**src/rtl/lfsr_pattern_player.sv**
```systemverilog
// Round pattern generator: a Galois LFSR runs while en is high; on the fall of en the
// value is frozen and played out as timed one-hot LED symbols, ending with a done pulse.
module lfsr_pattern_player #(
  parameter int               WIDTH       = 8,
  parameter logic [WIDTH-1:0] TAPS        = 8'hB8,
  parameter logic [WIDTH-1:0] SEED        = 8'h01,
  parameter int               SEQ_LEN     = 4,
  parameter int               HOLD_CYCLES = 12500000,
  parameter int               GAP_CYCLES  = 2500000
) (
  input  logic             clk,
  input  logic             reset,
  input  logic             lfsr_reset,
  input  logic             en,
  output logic [3:0]       led,
  output logic             playing,
  output logic             done,
  output logic [WIDTH-1:0] seq_value
);

  localparam int MAX_CNT = (HOLD_CYCLES > GAP_CYCLES) ? HOLD_CYCLES : GAP_CYCLES;
  localparam int CNT_W   = (MAX_CNT > 1) ? $clog2(MAX_CNT) : 1;
  localparam int IDX_W   = $clog2(SEQ_LEN) + 1;

  localparam logic [CNT_W-1:0] HOLD_LAST = CNT_W'(HOLD_CYCLES - 1);
  localparam logic [CNT_W-1:0] GAP_LAST  = CNT_W'(GAP_CYCLES - 1);
  localparam logic [IDX_W-1:0] IDX_LAST  = IDX_W'(SEQ_LEN - 1);
  // An all-zero seed would lock the LFSR, so it is replaced by 1.
  localparam logic [WIDTH-1:0] SEED_EFF  = (SEED == '0) ? WIDTH'(1) : SEED;

  typedef enum logic [2:0] {
    S_IDLE,
    S_SHOW,
    S_GAP,
    S_FINISH,
    S_WAIT
  } state_t;

  function automatic logic [WIDTH-1:0] lfsr_step(input logic [WIDTH-1:0] v);
    return v[0] ? ((v >> 1) ^ TAPS) : (v >> 1);
  endfunction

  state_t           r_state;
  state_t           w_next;
  logic [WIDTH-1:0] r_lfsr;
  logic [WIDTH-1:0] r_snap;
  logic [IDX_W-1:0] r_idx;
  logic [CNT_W-1:0] r_cnt;
  logic             r_en_q;
  logic             w_fall;
  logic [WIDTH-1:0] w_shifted;
  logic [1:0]       w_sym;

  assign w_fall = r_en_q & ~en;

  always_ff @(posedge clk or posedge reset) begin
    if (reset) r_state <= S_IDLE;
    else       r_state <= w_next;
  end

  always_comb begin
    w_next = r_state;
    case (r_state)
      S_IDLE:   if (w_fall) w_next = S_SHOW;
      S_SHOW: begin
        if (en)                      w_next = S_IDLE;
        else if (r_cnt == HOLD_LAST) w_next = S_GAP;
      end
      S_GAP: begin
        if (en)                     w_next = S_IDLE;
        else if (r_cnt == GAP_LAST) w_next = (r_idx == IDX_LAST) ? S_FINISH : S_SHOW;
      end
      S_FINISH: w_next = S_WAIT;
      S_WAIT:   if (en) w_next = S_IDLE;
      default:  w_next = S_IDLE;
    endcase
  end

  always_ff @(posedge clk or posedge reset) begin
    if (reset) begin
      r_lfsr <= SEED_EFF;
      r_snap <= '0;
      r_idx  <= '0;
      r_cnt  <= '0;
      r_en_q <= 1'b0;
    end else begin
      r_en_q <= en;
      case (r_state)
        S_IDLE: begin
          if (w_fall) begin
            r_snap <= r_lfsr;
            r_idx  <= '0;
            r_cnt  <= '0;
          end else if (en) begin
            r_lfsr <= lfsr_reset ? SEED_EFF : lfsr_step(r_lfsr);
          end
        end
        S_SHOW: begin
          if (!en) r_cnt <= (r_cnt == HOLD_LAST) ? '0 : r_cnt + 1'b1;
        end
        S_GAP: begin
          if (!en) begin
            if (r_cnt == GAP_LAST) begin
              r_cnt <= '0;
              if (r_idx != IDX_LAST) r_idx <= r_idx + 1'b1;
            end else begin
              r_cnt <= r_cnt + 1'b1;
            end
          end
        end
        default: ;
      endcase
    end
  end

  // Symbol idx occupies snapshot bits [2*idx+1 : 2*idx].
  assign w_shifted = r_snap >> {r_idx, 1'b0};
  assign w_sym     = w_shifted[1:0];

  always_comb begin
    led     = 4'b0000;
    playing = 1'b0;
    done    = 1'b0;
    case (r_state)
      S_SHOW: begin
        led     = 4'b0001 << w_sym;
        playing = 1'b1;
      end
      S_GAP:    playing = 1'b1;
      S_FINISH: done    = 1'b1;
      default: ;
    endcase
  end

  assign seq_value = r_snap;

endmodule

```
**config.mk**
```make
export PLATFORM = sky130hd
export DESIGN_NAME = lfsr_pattern_player
export DESIGN_NICKNAME = d
export VERILOG_FILES = /design/src/rtl/lfsr_pattern_player.sv
export SDC_FILE = /design/constraint.sdc
export NUM_CORES = 1
export LEC_CHECK = 0
export BUFFER_PORTS_ARGS = -buffer_cell sky130_fd_sc_hd__buf_2
export CAP_MARGIN = 25
export CELL_PAD_IN_SITES_DETAIL_PLACEMENT = 0
export CELL_PAD_IN_SITES_GLOBAL_PLACEMENT = 1
export CORE_UTILIZATION = 45
export DETAILED_ROUTE_END_ITERATION = 7
export MAX_ROUTING_LAYER = met4
export PLACE_DENSITY = 0.87
export SETUP_SLACK_MARGIN = 0.02
export SLEW_MARGIN = 30
export SYNTH_ARGS = -nofsm -noshare
export SYNTH_HDL_FRONTEND = slang
export SYNTH_SLANG_ARGS = --single-unit
```
**constraint.sdc**
```tcl
create_clock -name clk -period 2.5 [get_ports clk]
set_input_delay 0.125 -clock clk [delete_from_list [all_inputs] [get_ports clk]]
set_output_delay 0.125 -clock clk [all_outputs]
set_load 0.005 [all_outputs]
```
Word-level counts from Yosys, hierarchy flattened
Index checks and enable logic that the tools add are counted.
- output and inout bits: 14
- register bits after elaboration: 47
- logic and storage cells: 63
- bits of input ports: 4
- add/subtract/negate cells: 2
- reduce and logical (&&, ||, !) cells: 9
- bitwise logic cells: 4
- mux-type cells: 24
- equality and inequality tests: 16
- shifts and indexed selects: 2
- operators with widths (operator ; number):
    24-bit 2-to-1 mux ; 5
    24-bit case mux with 3 select lines ; 1
    3-bit 2-to-1 mux ; 10
    24-bit by 1-bit adder with 24-bit output (second input constant) ; 1
    24-bit by 22-bit == test with 1-bit output (second input constant) ; 1
    24-bit == test (second input constant) ; 1
    8-bit 2-to-1 mux ; 2
    3-bit case mux with 5 select lines ; 1
    2-bit inequality test (second input constant) ; 6
    3-bit by 2-bit == test with 1-bit output (second input constant) ; 3
    4-bit AND reduction ; 2
    8-bit by 4-bit >> shifter with 2-bit output ; 1
    3-bit inequality test (second input constant) ; 2
    3-bit case mux with 2 select lines ; 1
    5-bit AND reduction ; 1
    4-bit 2-to-1 mux ; 1
    3-bit inverter with 4-bit output ; 1
    1-bit by 2-bit left shift with 4-bit output (first input constant) ; 1
    3-bit by 1-bit adder with 3-bit output (second input constant) ; 1
    3-bit by 1-bit == test with 1-bit output (second input constant) ; 1
    3-bit == test (second input constant) ; 1
    3-bit logical NOT ; 1
    3-bit by 2-bit inequality test with 1-bit output (second input constant) ; 1
    3-bit AND reduction ; 1
    other kinds (8) ; 10

Longest topological paths before layout
- depth in word-level cells: 5
- depth in mapped cells: 8
- gate-level depth less buffers: 7

Least setup slack after synthesis
No wires, ideal clock.
- kind: flip-flop to flip-flop
- start: register r_cnt[0]
- end: register r_cnt[11]
- setup time: 0.077 ns
- path slack: 0.363 ns
- path buffers: 0
- data arrival time: 2.060 ns
- required time: 2.423 ns
- cell stages (with the launch flop): 8
- clock period less this slack: 2.137 ns
- cell sequence: dfrtp_1 > ha_1 > and3_1 > nand3_1 > nor2_1 > o31a_4 > or4b_1 > o21ai_1
- word-level cells in the longest chain between the ends: 4
- elaborated cells between the ends (all ways): 8
- those cells by class: 1 x add/sub; 2 x eq/ne; 5 x mux
- ends and longest elaborated chain (what ; line ; source):
    start, declared ; 48 ; logic [CNT_W-1:0] r_cnt;
    start signal, assigned ; 99 ; if (!en) r_cnt <= (r_cnt == HOLD_LAST) ? '0 : r_cnt + 1'b1;
    start signal, assigned ; 107 ; r_cnt <= r_cnt + 1'b1;
    24-bit by 1-bit adder with 24-bit output (tied with other cells) ; 99, 107 ;
    24-bit 2-to-1 mux, on equally long branches ; 103, 99 ;
    24-bit 2-to-1 mux, on equally long branches ; 102, 99 ;
    24-bit case mux with 3 select lines * ; 88 ; case (r_state)
Mark *: on every way between the ends. The rest lies on a longest branch, timed or not. The select of a mux whose other input is x is not followed.
A chain may end at the register's enable or synchronous reset.

Worst setup path after layout
- start: register r_cnt[8]
- end: register r_cnt[8]
Same word-level chain as after synthesis.

==> flow_summary.yaml <==
clocking:
  cts_hold_buf: 2
  post_cts_resized: 0
  clock-root-buffer: "clkbuf_8"
  cts_made_buffers: 5
  clock_path_buffers: 2
  clk_pin_slew_ns: 0.09
  post_cts_buffers: 0
  cts.htree.levels: 2
  cts_tree: "done"
  clock-sinks: 47
  clkLatencyLatePin_ns: 0.30
die:
  dieArea_sq_mm: 0.00587
  ios: 18
  coreArea_sq_mm: 0.00524
  chipHeight_um: 76.6
  rows: 26
  initial_core_util_pct: 47.8
  die_w_um: 76.6
synth:
  async_reset_ff_share_pct: 100
  ys_types: 51
  yosysWarningCount: 0
  synth-main-ff-cell: "dfrtp_1"
  ys_ff_latch: 47
  netlist_area_sq_mm: 0.00250
  synth_edf_count: 0
  synth_fp_nets: 256
  syn_area_per_cell_sq_um: 10.1
  ys_seq_area_share_pct: 47.0
  synthesis.instances: 249
run_status:
  status: "complete, no violations"
flow_run:
  drv_cap: 0
global_routing:
  grt_pass1_wl_um: 8670
  use_met2_pct: 26.9
  track_usage_pct: 19.1
  overflow: 0
  met1_usage_pct: 27.5
  met3_usage_pct: 3.83
  antenna_found_initial: 0
  grt_max_degree: 48
  grt.busiest_layer: "met1"
  first_global_vias: 1813
critical_path:
  critPathLaunchType: "flop"
  r2r_end: "r_cnt[8]"
  crit_fanout: 8
  r2r_start: "r_cnt[8]"
  cp.arrival_ns: 2.47
  rr_worst_depth: 6
  cp.required_ns: 2.69
  path_class: "flop to flop"
  r2r_slack_ns: 0.22
  cp-end-kind: "flop"
detailed_routing:
  drc: 0
  via_per_inst: 5.62
  first_pass_iters: 4
  wirelength_um: 4950
  drt_iter0_drc: 164
  detail_route.wl_per_cell_um: 14.3
  vias: 1944
  drtAntennaViolNets: 0
final_layout:
  drive_gt1_share_pct: 19.9
  final_nets: 282
  syn_to_final_growth_pct: 13.2
  final_cell_count_no_fill: 346
  regArea_sq_mm: 0.00118
  multiInputGateArea_sq_mm: 0.00128
  antennaDiodeCount: 0
  fillers: 463
sta:
  skew_ns: 0.00895
  fmax_mhz: 438
  setup-violations-final: 0
  slew_viol_final: 0
  fin_crit_ns: 2.28
  grt_setup_unrepaired: "false"
  tns_ns: 0
  finalHoldViolCount: 0
  period_share_pct: 91.4
  maxSlewHeadroom_pct: 52.9
  worstMarginPinSlew_ns: 0.703
placement:
  dpl.cell_count: 336
  numPortBuffers: 17
  gp_congestion: 0.905
  dp_hpwl_um: 3560
hold_path:
  hold_class: "input pin to flop"
  hold-path-endpoint: "r_lfsr[5]"
  hold_depth: 2
  hold_start: "lfsr_reset"
pwr:
  ir_drop_mv: 0.506
  power_leakage_nw: 1.26
  powerDensity_mw_per_mm2: 584
## worst max path at each step
stage / start / endpoint / slack [ns] / depth (start not counted)
6_report: r_cnt[8] / r_cnt[8] / 0.22 / 6
5_1_grt: en / r_cnt[11] / 0.08 / 8
4_1_cts: en / r_cnt[11] / 0.23 / 8
3_5_place_dp: r_cnt[7] / r_cnt[8] / 0.26 / 6
3_3_place_gp: r_cnt[7] / r_cnt[8] / 0.29 / 6
2_1_floorplan: r_cnt[0] / r_cnt[11] / 0.36 / 7
## through the flow
stage               util, %  power (W)  cell area (sq um)  hold WS [ns]  setup WS, ns
floorplan                 -    0.00103               2500         0.156         0.363
global placement       51.5    0.00110               2700         0.297         0.289
detailed placement     51.5    0.00111               2700         0.233         0.258
CTS                    54.1    0.00168               2840        0.0834         0.229
global route           54.1    0.00174               2840        0.0887        0.0847
finish                 54.1    0.00166               2840        0.0917         0.216
## cell usage in the layout, fill, tap and decap left out, types with 2 or more instances in the layout
cell | Yosys | layout
dlygate4sd3_1 | 0 | 2
xor2_1 | 4 | 4
and2_1 | 2 | 2
a21o_1 | 4 | 4
mux2_2 | 9 | 9
o21ai_1 | 6 | 6
buf_4 | 1 | 7
ha_1 | 3 | 3
nor2_1 | 28 | 28
a31oi_1 | 6 | 6
nor3_1 | 11 | 11
and3_1 | 5 | 5
a22o_1 | 6 | 6
nand2b_1 | 6 | 6
inv_1 | 4 | 3
nor2_2 | 2 | 2
clkbuf_8 | 0 | 5
nand4_1 | 6 | 6
o21ai_0 | 8 | 8
nand3_1 | 12 | 12
and3b_1 | 2 | 2
nand2_1 | 20 | 20
or4b_1 | 3 | 3
dfrtp_1 | 46 | 46
mux4_2 | 2 | 2
or2_1 | 2 | 2
o31ai_1 | 3 | 3
a21oi_1 | 6 | 6
or4_1 | 2 | 2
buf_2 | 3 | 17
or3_1 | 4 | 4
nor4_1 | 2 | 2
xnor2_1 | 9 | 9
nor2b_1 | 2 | 2
## cell type report
class                      instances  share of cell area (%)
clock inverter                     3                    1.68
inverter                           4                   0.618
sequential                        47                    41.5
tap                               70                    3.09
clock buffer                       5                    2.43
timing repair buffer              26                    5.56
multi-input combinational        191                    45.1
## report_power, final
group	internal (W)	switching, W
registers	0.000819	0.0000534
clock network	0.000303	0.000260
logic	0.000109	0.000112
total	0.00123	0.000425
## state kept, by name (all words and copies together), names as in the netlist
name / cells
r_state: 3
r_idx: 3
r_en_q: 1
r_cnt: 24
r_lfsr: 8
seq_value: 8
## worst max-delay path, stage by stage, from the launching register on
cell     delay (ns)
dfrtp_1        0.46
or3b_1         0.37
or4_1          0.46
nor2_1         0.26
o31ai_2        0.21
a21o_1         0.20
a22o_1         0.22
## routing by layer
metal	vias to the layer above	part of all wire, %
li1	962	-
met1	929	50
met2	47	45
met3	6	4.2
met4	0	0.97
met5	-	0
## kinds of logic (layout without fill, tap and decap cells)
family	Yosys count	after routing	synth area share [%]
xor+xnor	13	13	4.55
compound gates	48	48	13.8
flops	47	47	47.0
fa+ha+maj	3	3	1.50
simple gates	116	116	25.3
mux	11	11	5.84
buf+inv	11	38	1.95
## cell usage after synthesis, types with 3 or more instances
master | number | area (sq um)
o21ai_0 | 8 | 40.0
mux2_2 | 9 | 101
a22o_1 | 6 | 52.6
inv_1 | 4 | 15.0
and3_1 | 5 | 31.3
nand2b_1 | 6 | 37.5
or3_1 | 4 | 25.0
xnor2_1 | 9 | 78.8
xor2_1 | 4 | 35.0
buf_2 | 3 | 15.0
nand3_1 | 12 | 60.1
ha_1 | 3 | 37.5
a31oi_1 | 6 | 37.5
o31ai_1 | 3 | 22.5
dfrtp_1 | 46 | 1150
nor3_1 | 11 | 55.1
or4b_1 | 3 | 30.0
a21oi_1 | 6 | 30.0
nor2_1 | 28 | 105
nand2_1 | 20 | 75.1
nand4_1 | 6 | 37.5
o21ai_1 | 6 | 30.0
a21o_1 | 4 | 30.0
No activity file was read; power rests on OpenSTA's default activity.
